<file path="config.mk">
export PLATFORM = sky130hd
export DESIGN_NAME = if_stage
export DESIGN_NICKNAME = d
export VERILOG_FILES = /design/src/rtl/if_stage_pkg.sv /design/src/rtl/if_stage_pc_reg.sv /design/src/rtl/if_stage.sv
export SDC_FILE = /design/constraint.sdc
export NUM_CORES = 1
export LEC_CHECK = 0
export ABC_CLOCK_PERIOD_IN_PS = 3100
export CAP_MARGIN = 5
export CORE_UTILIZATION = 40
export CTS_CLUSTER_SIZE = 16
export DETAILED_ROUTE_END_ITERATION = 7
export PLACE_DENSITY = 0.69
export REMOVE_ABC_BUFFERS = 1
export SYNTH_ARGS = -nofsm -noshare
export SYNTH_HDL_FRONTEND = slang
export SYNTH_HIERARCHICAL = 1
export SYNTH_SLANG_ARGS = --single-unit
</file>
<file path="constraint.sdc">
create_clock -name clk -period 3.1 [get_ports clk]
set_clock_uncertainty 0.15 [all_clocks]
set_input_delay 0.465 -clock clk [delete_from_list [all_inputs] [get_ports clk]]
set_output_delay 0.465 -clock clk [all_outputs]
set_load 0.03 [all_outputs]
</file>
<file path="src/rtl/if_stage_pkg.sv">
// Shared constants and types for the instruction-fetch stage and its PC register.
package if_stage_pkg;

  localparam int unsigned XLEN      = 32;
  localparam logic [XLEN-1:0] INSTR_NOP = 32'h0000_0000;
  localparam logic [XLEN-1:0] PC_RESET  = 32'h0000_0000;
  localparam logic [XLEN-1:0] PC_INC    = 32'd4;

  // What the fetch stage does at the next edge when not in reset.
  typedef enum logic [1:0] {
    ACT_ADVANCE  = 2'd0,
    ACT_STALL    = 2'd1,
    ACT_REDIRECT = 2'd2
  } fetch_act_e;

  function automatic logic [XLEN-1:0] word_align(input logic [XLEN-1:0] addr);
    return {addr[XLEN-1:2], 2'b00};
  endfunction

endpackage

</file>
<file path="src/rtl/if_stage_pc_reg.sv">
// Program counter register: synchronous reset, hold enable and word-aligned target load.
module pc_reg
  import if_stage_pkg::*;
#(
  parameter logic [XLEN-1:0] RESET_PC = PC_RESET
) (
  input  logic            clk,
  input  logic            rst,
  input  logic            hold_i,
  input  logic            load_i,
  input  logic [XLEN-1:0] load_pc_i,
  output logic [XLEN-1:0] pc_o,
  output logic [XLEN-1:0] pc4_o
);

  logic [XLEN-1:0] pc_q, pc_d;

  assign pc4_o = pc_q + PC_INC;

  // NOTE: pc_d gets its hold value first so every path assigns it and no latch is inferred.
  always_comb begin
    pc_d = pc_q;
    if (load_i)       pc_d = word_align(load_pc_i);
    else if (!hold_i) pc_d = pc4_o;
  end

  // NOTE: state registers use non-blocking assignment so all flops update together at the edge.
  always_ff @(posedge clk) begin
    if (rst) pc_q <= RESET_PC;
    else     pc_q <= pc_d;
  end

  assign pc_o = pc_q;

endmodule

</file>
<file path="src/rtl/if_stage.sv">
// Instruction-fetch stage: PC, fetch address and IF/ID register with redirect/stall/flush.
// Optional performance counters enabled by defining IF_STAGE_PERF_CNT_EN.
module if_stage
  import if_stage_pkg::*;
#(
  parameter logic [XLEN-1:0] RESET_PC  = PC_RESET,
  parameter logic [XLEN-1:0] NOP_INSTR = INSTR_NOP
) (
  input  logic            clk,
  input  logic            rst,
  output logic [XLEN-1:0] PC,
  input  logic [XLEN-1:0] instruction,
  input  logic            stall,
  input  logic            redirect,
  input  logic [XLEN-1:0] redirect_pc,
  output logic [XLEN-1:0] if_id_pc4,
  output logic [XLEN-1:0] if_id_instr,
`ifdef IF_STAGE_PERF_CNT_EN
  output logic [XLEN-1:0] fetch_cnt,
  output logic [XLEN-1:0] stall_cnt,
`endif
  output logic            if_id_valid
);

  fetch_act_e      act;
  logic [XLEN-1:0] pc4;
  logic [XLEN-1:0] if_id_pc4_q, if_id_instr_q;
  logic            if_id_valid_q;

  // Redirect beats stall: the instruction held in ID is on the wrong path.
  always_comb begin
    act = ACT_ADVANCE;
    if (redirect)   act = ACT_REDIRECT;
    else if (stall) act = ACT_STALL;
  end

  pc_reg #(.RESET_PC(RESET_PC)) u_pc_reg (
    .clk       (clk),
    .rst       (rst),
    .hold_i    (act == ACT_STALL),
    .load_i    (act == ACT_REDIRECT),
    .load_pc_i (redirect_pc),
    .pc_o      (PC),
    .pc4_o     (pc4)
  );

  always_ff @(posedge clk) begin
    if (rst) begin
      if_id_pc4_q   <= '0;
      if_id_instr_q <= NOP_INSTR;
      if_id_valid_q <= 1'b0;
    end else begin
      case (act)
        ACT_REDIRECT: begin
          if_id_pc4_q   <= '0;
          if_id_instr_q <= NOP_INSTR;
          if_id_valid_q <= 1'b0;
        end
        ACT_ADVANCE: begin
          if_id_pc4_q   <= pc4;
          if_id_instr_q <= instruction;
          if_id_valid_q <= 1'b1;
        end
        default: ;
      endcase
    end
  end

  assign if_id_pc4   = if_id_pc4_q;
  assign if_id_instr = if_id_instr_q;
  assign if_id_valid = if_id_valid_q;

`ifdef IF_STAGE_PERF_CNT_EN
  logic [XLEN-1:0] fetch_cnt_q, stall_cnt_q;

  always_ff @(posedge clk) begin
    if (rst) begin
      fetch_cnt_q <= '0;
      stall_cnt_q <= '0;
    end else begin
      if (act == ACT_ADVANCE) fetch_cnt_q <= fetch_cnt_q + 1'b1;
      if (act == ACT_STALL)   stall_cnt_q <= stall_cnt_q + 1'b1;
    end
  end

  assign fetch_cnt = fetch_cnt_q;
  assign stall_cnt = stall_cnt_q;
`endif

endmodule

</file>
==> impl_metrics.ini <==
[timing]
worstMarginPinSlew_ns = 0.763
fin_tns_setup_ns = 0
rsz0062_at_grt = no
hold_viol = 0
drv_slew = 0
finalCriticalPeriod_ns = 2.57
setup_viol = 0
relSlewSlack_pct = 49.1
timing.final.crit_share_pct = 82.9
holdWs_ns = 0.301
fmax_mhz = 389

[logic_synthesis]
synth_seq_cells = 95
ys_top_cells_by_area = dfxtp_1 (40%), mux2i_1 (14%), nor2_1 (7.8%)
netlist_area_sq_mm = 0.00474
synth_flop_cell = dfxtp_1
avgSynthCellArea_sq_um = 9.30
synth_cells = 510
synth_top_area_cell = dfxtp_1
synth_edf_count = 0
yosysSeqAreaShare_pct = 40.1
yosys_warnings = 6
synth_cell_types = 50
synth_top_area_share_pct = 40.1
async_flop_share_pct = 0

[clock_network]
cts_buffers = 9
path_clk_slew_ns = 0.07
clock-root-buffer = clkbuf_16
clock_latency_ns = 0.34
post_cts_buffers = 0
hold_buffers = 0
htreeDepth = 3
cts_buffer_depth = 2
cts_tree = yes
ctsResizeCount = 0
cts.sinks = 95

[placed_design]
place_congestion = 0.787
portBuffers = 160
dpl.hpwl_um = 9330

[layout]
fillers = 1072
layout_common_cells = clkdlybuf4s50_1 (159), nor2_1 (99), dfxtp_1 (95)
drive_above_1_share_pct = 5.06
final_common_cell = clkdlybuf4s50_1
num_antenna_cells = 0
syn2layout_area_growth_pct = 37.6
post-route-util_pct = 56.9
nNetsFinal = 716

[global_routing]
grt_pass1_vias = 4167
grt_max_degree = 50
grt_use_total_pct = 21.2
grt_pass1_wl_um = 21100
gr-total-overflow = 0
antenna_found_initial = 0

[detailed_routing]
vias = 4207
drc = 0
ant_nets = 0
drtIter0Drc = 282
viasPerCell = 5.29
wl_per_cell_um = 16.2
dr.pass1.iters = 4
wl_um = 12900

[power_and_ir_drop]
peakVddDrop_uv = 294
power_density_mw_per_mm2 = 446
p_leak_nw = 2.48
p_total_mw = 2.91

[floorplanning]
dieArea_sq_mm = 0.0123
die_w_um = 111
ioPinCount = 165
die_h_um = 111
num_rows = 39
start_util_pct = 41.4
core_area_sq_mm = 0.0115

[worst_setup_path]
slowest_delay_ns = 0.60
worstPathCellList = ha_1, nand3_2, or4_1, or4_1, a311oi_1
critPathSlowestCell = or4_1
crit_type = flip-flop to flip-flop
cp-start-kind = flip-flop
cpMostUsedCell = or4_1
crit_path_max_fanout = 7
critical_path_arrival_ns = 2.67
endpoint_kind = flip-flop
crit_required_ns = 3.21

[outcome]
status = completed

[min_path]
hp-class = flip-flop to flip-flop

[job]
drv_cap = 0
==> cell usage after synthesis, types with 3 or more instances <==
master	number
dfxtp_1	95
a21oi_1	3
nand4_1	13
nand2_1	19
a311oi_1	12
mux2i_1	65
a211oi_1	9
inv_1	5
nor2b_1	7
xnor2_1	26
o21ai_0	6
and3_1	4
nor3_1	10
nor2_1	99
or3_1	6
o31ai_1	7
buf_8	3
nand3_1	13
buf_4	11
nor4_1	7
buf_6	13
xor2_1	13
o2111a_1	3
and4_1	7
clkbuf_1	13
or4_1	9
==> routing by layer <==
layer  share of wire, %  vias to the layer above  track usage, %  wire [um]
met4                1.4                        0            5.60        180
met2                 46                      147            34.9       5920
met5                  0                        -               0          0
met3                6.1                       14            5.25        782
li1                   -                     2070               -          -
met1                 47                     1976            27.5       6000
==> state kept, by name, summed over array words and instances (netlist names) <==
register / cells
if_id_instr: 32
u_pc_reg/pc_o: 30
if_id_pc4: 32
if_id_valid: 1
==> per-stage QoR <==
| stage | instances | instance area, sq um | setup slack, ns |
|---|---|---|---|
| 2_1_floorplan | 467 | 4380 | 0.302 |
| 3_5_place_dp | 779 | 6240 | 0.425 |
| 3_3_place_gp | 779 | 6240 | 0.536 |
| 6_report | 795 | 6530 | 0.531 |
| 5_1_grt | 795 | 6530 | 0.344 |
| 4_1_cts | 795 | 6530 | 0.539 |
==> final timing paths <==
| check | cells after the start | start | endpoint | slack, ns |
|---|---|---|---|---|
| setup / recovery | 5 | u_pc_reg/pc_o[2] | u_pc_reg/pc_o[30] | 0.53 |
| hold / removal | 2 | if_id_valid | if_id_valid | 0.30 |
| setup reg to reg | 5 | u_pc_reg/pc_o[2] | u_pc_reg/pc_o[30] | 0.53 |
| hold reg to reg | 2 | if_id_valid | if_id_valid | 0.30 |
==> cell type report <==
type | count | area (sq um) | share of cell area, %
repair buffers | 169 | 1680 | 25.7
multi-input cells | 366 | 2460 | 37.7
clock buffers | 12 | 256 | 3.93
inverters | 6 | 22.5 | 0.345
clock inverters | 4 | 27.5 | 0.422
flip-flops and latches | 95 | 1900 | 29.1
well taps | 143 | 179 | 2.74
==> kinds of logic (layout without fill, tap and decap cells) <==
family / Yosys count / in the layout / synth area share, %
other: 1 / 4 / 0.0790
AND/OR/NAND/NOR: 208 / 208 / 22.1
adder cells (fa/ha/maj): 1 / 1 / 0.264
multiplexers: 65 / 65 / 13.7
flip-flops: 95 / 95 / 40.1
XOR/XNOR: 39 / 39 / 7.20
AO/OA/AOI/OAI: 49 / 49 / 8.07
buffers and inverters: 52 / 191 / 8.49
==> power breakdown <==
part           switching [mW]  internal [mW]
registers              0.0739           1.27
logic                   0.263          0.252
clock network           0.459          0.589
==> critical path, delay by kind of cell, from the launching register on <==
kind / cells / cell delay, ns
simple gates: 3 / 1.31
flops: 1 / 0.44
fa+ha+maj: 1 / 0.31
compound gates: 1 / 0.27
Power figures use the tool's default switching activity.
